File: src/rtl/t_counter_sync.sv
// Synchronous modulo-MOD counter built from per-bit toggle enables (next q = q ^ t).
// Define T_COUNTER_UPDOWN_EN to add the `up` port and down-counting; otherwise it only counts up.
module t_counter_sync #(
  parameter int               WIDTH = 4,
  parameter logic [WIDTH-1:0] MOD   = WIDTH'(9)
) (
  input  logic             clk,
  input  logic             reset,
  input  logic             en,
  input  logic             load,
  input  logic [WIDTH-1:0] din,
`ifdef T_COUNTER_UPDOWN_EN
  input  logic             up,
`endif
  output logic [WIDTH-1:0] q,
  output logic [WIDTH-1:0] t,
  output logic             tc,
  output logic             wrap
);

  logic [WIDTH-1:0] q_q, q_d;
  logic             wrap_q, wrap_d;
  logic [WIDTH-1:0] t_inc;
  logic [WIDTH-1:0] din_clamp;
  logic             inc_carry;
  logic             at_top;

  // Increment toggles: bit i flips when every lower bit is 1.
  always_comb begin
    t_inc     = '0;
    inc_carry = 1'b1;
    for (int i = 0; i < WIDTH; i++) begin
      t_inc[i]  = inc_carry;
      inc_carry = inc_carry & q_q[i];
    end
  end

`ifdef T_COUNTER_UPDOWN_EN
  logic [WIDTH-1:0] t_dec;
  logic             dec_borrow;

  // Decrement toggles: bit i flips when every lower bit is 0.
  always_comb begin
    t_dec      = '0;
    dec_borrow = 1'b1;
    for (int i = 0; i < WIDTH; i++) begin
      t_dec[i]   = dec_borrow;
      dec_borrow = dec_borrow & ~q_q[i];
    end
  end
`endif

  assign din_clamp = (din > MOD) ? MOD : din;
  // Out-of-range states are treated as terminal when counting up.
  assign at_top    = (q_q >= MOD);

  always_comb begin
    t  = '0;
    tc = (q_q == MOD);
`ifdef T_COUNTER_UPDOWN_EN
    if (!up) begin
      tc = (q_q == '0);
    end
`endif
    if (load) begin
      t = q_q ^ din_clamp;
    end else if (en) begin
`ifdef T_COUNTER_UPDOWN_EN
      if (!up) begin
        t = (q_q == '0) ? MOD : t_dec;
      end else
`endif
      begin
        t = at_top ? q_q : t_inc;
      end
    end
  end

  always_comb begin
    q_d    = q_q ^ t;
    wrap_d = en & ~load & tc;
  end

  always_ff @(posedge clk or negedge reset) begin
    if (!reset) begin
      q_q    <= '0;
      wrap_q <= 1'b0;
    end else begin
      q_q    <= q_d;
      wrap_q <= wrap_d;
    end
  end

  assign q    = q_q;
  assign wrap = wrap_q;

endmodule

File: config.mk
export PLATFORM = sky130hd
export DESIGN_NAME = t_counter_sync
export DESIGN_NICKNAME = d
export VERILOG_FILES = /design/src/rtl/t_counter_sync.sv
export SDC_FILE = /design/constraint.sdc
export NUM_CORES = 1
export LEC_CHECK = 0
export CAP_MARGIN = 10
export CORE_AREA = 2 2 39 41
export DETAILED_ROUTE_END_ITERATION = 8
export DIE_AREA = 0 0 41 43
export GPL_ROUTABILITY_DRIVEN = 0
export SYNTH_ARGS = -nofsm -noshare
export SYNTH_HDL_FRONTEND = slang
export SYNTH_SLANG_ARGS = --single-unit
File: constraint.sdc
create_clock -name clk -period 2.55 [get_ports clk]
set_input_delay 0.51 -clock clk [delete_from_list [all_inputs] [get_ports clk]]
set_output_delay 0.51 -clock clk [all_outputs]
set_load 0.1 [all_outputs]
# --- Word level (Yosys, flattened, before mapping) ---
# Index checks and enable logic that the tools add are counted.
classes:
  order_cmp: 2
  n_eq_ne: 1
  n_bitwise: 7
  mux: 4
op_table:
  columns: ["operator", "n"]
  rows:
  - ["two-way mux 4 bit", 4]
  - ["XOR 4 bit", 2]
  - ["bitwise AND 1 bit", 4]
  - ["equality test 4 bit (second input constant)", 1]
  - [">= comparator 4 bit (second input constant)", 1]
  - ["greater-than comparator 4 bit (second input constant)", 1]
  - ["inverter 1 bit", 1]
totals:
  reg_bits: 5
  output_inout_bits: 10
  wordCells: 16
  input_bits: 8

# --- Logic depth before layout (Yosys ltp) ---
# Gate-level depths: netlist of run 1.
depth:
  depth_word: 6
  ltp_mapped: 4
  mapped_depth_nobuf: 3

# --- Worst setup path after synthesis of run 1 ---
# OpenSTA, ideal clock, no wires.
synth_timing:
  path_type: "flip-flop to output port"
  startpoint: "reg q_q[3] (netlist: q[3])"
  endpoint: "out t[1]"
  stages_incl_launch_ff: 4
  path_buffers: 1
  arrival_time_ns: 3.438
  required_ns: 2.040
  path_slack_ns: -1.398
  cell_sequence: "dfrtp_1 -> buf_2 -> a22oi_1 -> o21ai_0"
synth_via:
  elab_chain_cells: 4
synth_lines:
  columns: ["element", "line", "text"]
  rows:
  - ["start, declared", "21", "logic [WIDTH-1:0] q_q, q_d;"]
  - ["start signal, assigned", "89", "q_q <= q_d;"]
  - [">= comparator 4 bit", "55", "assign at_top = (q_q >= MOD);"]
  - ["two-way mux 4 bit", "74", "t = at_top ? q_q : t_inc;"]
  - ["two-way mux 4 bit", "67", "end else if (en) begin"]
  - ["two-way mux 4 bit", "65", "if (load) begin"]
  - ["end, declared", "16", "output logic [WIDTH-1:0] t,"]
# Every way passes these cells.

# --- Worst setup path after layout of run 1 ---
layout_timing:
  startpoint: "in din[1]"
  endpoint: "out t[0]"
layout_via:
  elab_chain_cells: 4
layout_lines:
  columns: ["element", "line", "text"]
  rows:
  - ["start, declared", "11", "input logic [WIDTH-1:0] din,"]
  - ["greater-than comparator 4 bit", "53", "assign din_clamp = (din > MOD) ? MOD : din;"]
  - ["two-way mux 4 bit", "53", null]
  - ["XOR 4 bit", "66", "t = q_q ^ din_clamp;"]
  - ["two-way mux 4 bit", "65", null]
# Every way passes these cells.

==> impl_metrics.json, run 1 <==
{
  "gr-usage-all-layers_pct": 17.5,
  "seqPwrFrac_pct": 20.3,
  "clockPowerShare_pct": 10.3,
  "first_pass_iters": 4,
  "post_cts_buffers": 0,
  "cp_max_fo": 4,
  "skew_ns": 0.000789,
  "clk_latency_ns": 0.24,
  "setup-violations-final": 0,
  "nNetsFinal": 82,
  "drt_iter0_markers": 7,
  "maxCapViolations": 0,
  "clock-root-buffer": "clkbuf_4",
  "via_count": 496,
  "clock_path_buffers": 2,
  "pwr-share-comb_pct": 69.4,
  "worstHoldPathType": "primary input to asynchronous set/reset pin",
  "dp_cells": 85,
  "period_share_pct": 96.4,
  "post-route-min-period_ns": 2.46,
  "syn_inst": 54,
  "outcome": "finished clean",
  "port_buffers": 17,
  "final_antenna_net_count": 0,
  "cts.clk_slew.worst_paths_ns": 0.04,
  "num_rows": 14,
  "die_w_um": 41,
  "die_y_um": 43,
  "htree_levels": 1,
  "areaGrowthSynthToFinish_pct": 60.5,
  "crit_path_end_kind": "primary output",
  "leakage_uw": 0.000299,
  "swShare_pct": 62.0,
  "slew_viol_final": 0,
  "routed_wl_um": 1270,
  "hold-worst-slack_ns": 0.495,
  "synth_fp_nets": 62,
  "syn_area_per_cell_um2": 8.09,
  "cts_tree": "built",
  "die_area_um2": 1760,
  "antenna_found_initial": 0,
  "crit_arrival_ns": 1.95,
  "io_pins": 18,
  "grt_pass1_vias": 464,
  "grt_pass1_wl_um": 2080,
  "p_int_uw": 341,
  "antenna_cells": 0,
  "instances_no_fill": 89,
  "cts_inserted_buffers": 3,
  "slew_headroom_pct": 69.3,
  "ys_types": 28,
  "drc": 0,
  "p_per_area_nw_per_um2": 1280,
  "tightest_slew_ns": 0.461,
  "final_hold_viol_count": 0,
  "power_switching_uw": 557,
  "rsz0062_at_grt": "no",
  "ys_warn_count": 0,
  "vdd_ir_drop_max_mv": 0.612,
  "ys_ff_latch": 5,
  "grt_max_degree": 14,
  "dpl.hpwl_um": 928,
  "cts_resized": 0,
  "hold_buffers": 0,
  "critPathKind": "primary input to primary output",
  "required_ns": 2.04,
  "fmax_ghz": 0.407,
  "syn-cell-area_um2": 437,
  "drt-wirelength-per-cell_um": 14.2,
  "grt.overflow.total": 0,
  "ys_seq_area_share_pct": 28.7,
  "start_util_pct": 31.6,
  "drive_above_1_share_pct": 32.9,
  "core_um2": 1380,
  "vias_per_cell": 5.57,
  "clock_sinks": 5,
  "worstSetupStartpointType": "primary input"
}
==> kinds of logic after synthesis <==
group | Yosys count | share of synthesized area [%]
AO/OA/AOI/OAI | 27 | 41.5
AND/OR/NAND/NOR | 13 | 19.8
buffers and inverters | 8 | 8.02
XOR/XNOR | 1 | 2.01
flip-flops | 5 | 28.7
==> power groups by stage <==
stage / sequential [uW] / clock [uW] / combinational (uW)
finish: 183 / 92.4 / 623
global route: 189 / 105 / 652
CTS: 180 / 97.5 / 626
detailed placement: 181 / 0 / 624
global placement: 183 / 0 / 623
floorplan: 291 / 0 / 344
==> placed cells by master, fill, tap and decap left out, types with 2 or more instances in the layout <==
cell	instances
o21ai_0	2
clkbuf_4	3
a211oi_1	2
dfrtp_1	3
inv_1	3
a22oi_1	2
nand2b_1	2
o2bb2ai_1	2
clkdlybuf4s50_1	7
o21a_1	2
nand2_1	3
a21oi_1	6
buf_12	4
a31oi_1	2
o21ai_2	2
buf_4	9
and2b_1	2
dfrtp_2	2
==> worst paths after layout <==
check | from | endpoint | slack (ns) | cells after the start
min in group clk | q[3] | q[3] | 0.67 | 2
min reg2reg | q[3] | q[3] | 0.67 | 2
max reg2reg | q[0] | q[2] | 1.33 | 3
min | reset | q[1] | 0.49 | 1
max in group asynchronous | reset | q[3] | 1.84 | 1
max | din[1] | t[0] | 0.09 | 5
==> cell type report <==
type                            instances  area, um^2
Clock buffer                            4        26.3
Fill cell                             134         683
Inverter                                3        11.3
Multi-Input combinational cell         41         298
Sequential cell                         5         128
Tap cell                               16        20.0
Timing Repair Buffer                   20         218
==> through the flow <==
| step | utilization, % | cell area, um^2 | TNS, ns | setup slack (ns) | total power [uW] |
|---|---|---|---|---|---|
| 4_1_cts | 50.6 | 701 | 0 | 0.0905 | 904 |
| 6_report | 50.6 | 701 | 0 | 0.0916 | 898 |
| 2_1_floorplan | - | 460 | -0.324 | -0.182 | 635 |
| 3_5_place_dp | 48.7 | 674 | 0 | 0.0919 | 805 |
| 3_3_place_gp | 48.7 | 674 | 0 | 0.106 | 806 |
| 5_1_grt | 50.6 | 701 | 0 | 0.0263 | 946 |
==> critical path: stages <==
cell	delay (ns)
clkdlybuf4s50_1	0.47
o21a_1	0.22
o21a_1	0.17
a221o_2	0.40
buf_12	0.17
==> registers in the layout, indices dropped and copies added (netlist names) <==
register and flops:
wrap 1, q 4
==> Yosys cell counts, drive strengths merged <==
cell type	count	area share, %
a31oi	2	2.9
and4bb	1	3.7
or2b	1	1.7
nor3	1	1.1
a221o	1	2.3
xor2	1	2.0
a221oi	1	2.0
a21oi	6	6.9
nand2	3	2.6
nand2b	2	2.9
dfrtp	5	29
a211oi	2	3.4
inv	3	2.6
o21a	2	3.4
and3b	1	2.0
o32ai	1	2.0
o31ai	1	1.7
a21o	1	1.7
nor4	1	1.4
buf	4	4.6
o21ai	5	5.7
clkbuf	1	0.86
and2b	2	3.4
nor2	1	0.86
a22oi	2	3.4
a32oi	1	2.0
o2bb2ai	2	4.0
==> layer usage <==
| metal | vias up | routed length, um | GRT usage (%) |
|---|---|---|---|
| li1 | 246 | - | - |
| met1 | 232 | 610 | 23.5 |
| met2 | 16 | 572 | 22.8 |
| met3 | 2 | 70 | 4.19 |
| met4 | 0 | 12 | 13.3 |
| met5 | - | 0 | 0 |
(Power assumes the default switching activity.)
==> run 2: changes to the inputs <==
--- a/config.mk
+++ b/config.mk
@@ -10,6 +10,7 @@
 export DETAILED_ROUTE_END_ITERATION = 8
 export DIE_AREA = 0 0 41 43
 export GPL_ROUTABILITY_DRIVEN = 0
+export MAX_ROUTING_LAYER = met4
 export SYNTH_ARGS = -nofsm -noshare
 export SYNTH_HDL_FRONTEND = slang
 export SYNTH_SLANG_ARGS = --single-unit
==> run 2 against run 1 <==
Hold slack hardly changed. Via count stayed put. Design area stayed put. Count of clock-buffer cells in the layout stayed put. Combinational power hardly changed. Register-to-register slack hardly changed. Clock skew hardly changed. Routed wire length hardly changed. Final cell count stayed put. First-iteration DRC count stayed put. Critical path depth stayed put. Setup slack stayed put. Critical path type unchanged. Largest cell class unchanged. Largest power group unchanged. Highest routed layer unchanged.
==> impl_metrics.json, run 2 (synthesized netlist as in run 1, its figures left out) <==
{
  "drt-wirelength-per-cell_um": 14.2,
  "post-route-min-period_ns": 2.46,
  "skew_ns": 0.000789,
  "clock-root-buffer": "clkbuf_4",
  "drc": 0,
  "slowest_delay_ns": 0.47,
  "io_pins": 18,
  "multi_input_area_um2": 298,
  "outcome": "finished clean",
  "nFillCells": 134,
  "final_common_cell": "buf_4",
  "slew_headroom_pct": 69.3,
  "routed_wl_um": 1260,
  "fmax_ghz": 0.407,
  "tightest_slew_ns": 0.461,
  "required_ns": 2.04,
  "crit_path_end_kind": "primary output",
  "dp_slack_ns": 0.0919,
  "instances_no_fill": 89,
  "gr-usage-all-layers_pct": 17.9,
  "crit_arrival_ns": 1.95,
  "antenna_found_initial": 0,
  "via_count": 496,
  "cts.clk_slew.worst_paths_ns": 0.04,
  "clk_latency_ns": 0.24,
  "dp_cells": 85,
  "finalSetupTns_ns": 0,
  "hold-worst-slack_ns": 0.494,
  "seq_area_um2": 128,
  "cp_max_fo": 4,
  "period_share_pct": 96.4,
  "cts_inserted_buffers": 3,
  "critPathKind": "primary input to primary output",
  "vdd_ir_drop_max_mv": 0.611,
  "slew_viol_final": 0,
  "areaGrowthSynthToFinish_pct": 60.5,
  "rsz0062_at_grt": "no",
  "cp_slowest_cell": "clkdlybuf4s50_1",
  "hold_buffers": 0,
  "drive_above_1_share_pct": 32.9,
  "die_area_um2": 1760,
  "num_rows": 14,
  "nNetsFinal": 82,
  "core_um2": 1380,
  "clock_path_buffers": 2,
  "cts_resized": 0,
  "die_w_um": 41,
  "cts_tree": "built",
  "final_hold_viol_count": 0,
  "worstHoldPathType": "primary input to asynchronous set/reset pin",
  "grt.overflow.total": 0,
  "port_buffers": 17,
  "first_pass_iters": 4,
  "final_antenna_net_count": 0,
  "maxCapViolations": 0,
  "grt_pass1_vias": 463,
  "setup_ws_ns": 0.0916,
  "p_per_area_nw_per_um2": 1280,
  "crit_top_cell": "o21a_1",
  "htree_levels": 1,
  "leakage_uw": 0.000299,
  "vias_per_cell": 5.57,
  "setup-violations-final": 0,
  "crit_chain": "clkdlybuf4s50_1 -> o21a_1 -> o21a_1 -> a221o_2 -> buf_12",
  "dpl.hpwl_um": 928,
  "drt_iter0_markers": 7,
  "die_y_um": 43,
  "final_core_util_pct": 50.6,
  "antenna_cells": 0,
  "grt_pass1_wl_um": 2080,
  "clock_sinks": 5,
  "post_cts_buffers": 0,
  "grt_max_degree": 14,
  "start_util_pct": 31.6,
  "largest_reg_flops": 4,
  "final_cell_mix": "buf_4, clkdlybuf4s50_1, a21oi_1, buf_12",
  "worstSetupStartpointType": "primary input"
}
==> run 2: cell counts in the layout (fill, tap and decap cells not counted) <==
Identical to the previous run, type by type.
==> run 2: worst paths after layout <==
path / start / end / slack, ns / cells after the start
worst min-delay path: reset / q[1] / 0.49 / 1
min in group clk: q[3] / q[3] / 0.67 / 2
max in group asynchronous: reset / q[3] / 1.84 / 1
worst max-delay path: din[1] / t[0] / 0.09 / 5
worst max register to register: q[0] / q[2] / 1.33 / 3
worst min register to register: q[3] / q[3] / 0.67 / 2
==> run 2: final cells by class <==
type | count | area share, %
multi-input cells | 41 | 42.5
flip-flops and latches | 5 | 18.2
well taps | 16 | 2.86
clock buffers | 4 | 3.75
repair buffers | 20 | 31.1
inverters | 3 | 1.61
==> run 2: power by group <==
part / internal, uW / switching, uW
Combinational: 178 / 445
Clock: 59.2 / 33.2
Sequential: 104 / 79.0
Total: 341 / 557
==> run 2: through the flow <==
step | instance area, um^2 | power [uW]
after floorplan | 460 | 635
final | 701 | 898
after detailed placement | 674 | 805
after global placement | 674 | 806
after global routing | 701 | 946
after CTS | 701 | 904
==> run 2: critical path, delay by kind of cell <==
family | cells | cell delay [ns]
compound gates | 3 | 0.79
buf+inv | 2 | 0.64
==> run 2: routing by layer <==
metal | share of wire, % | vias to the layer above | track usage (%)
li1 | - | 246 | -
met1 | 49 | 232 | 24.1
met2 | 45 | 16 | 22.8
met3 | 5.0 | 2 | 3.14
met4 | 0.63 | 0 | 13.3
met5 | 0 | - | -
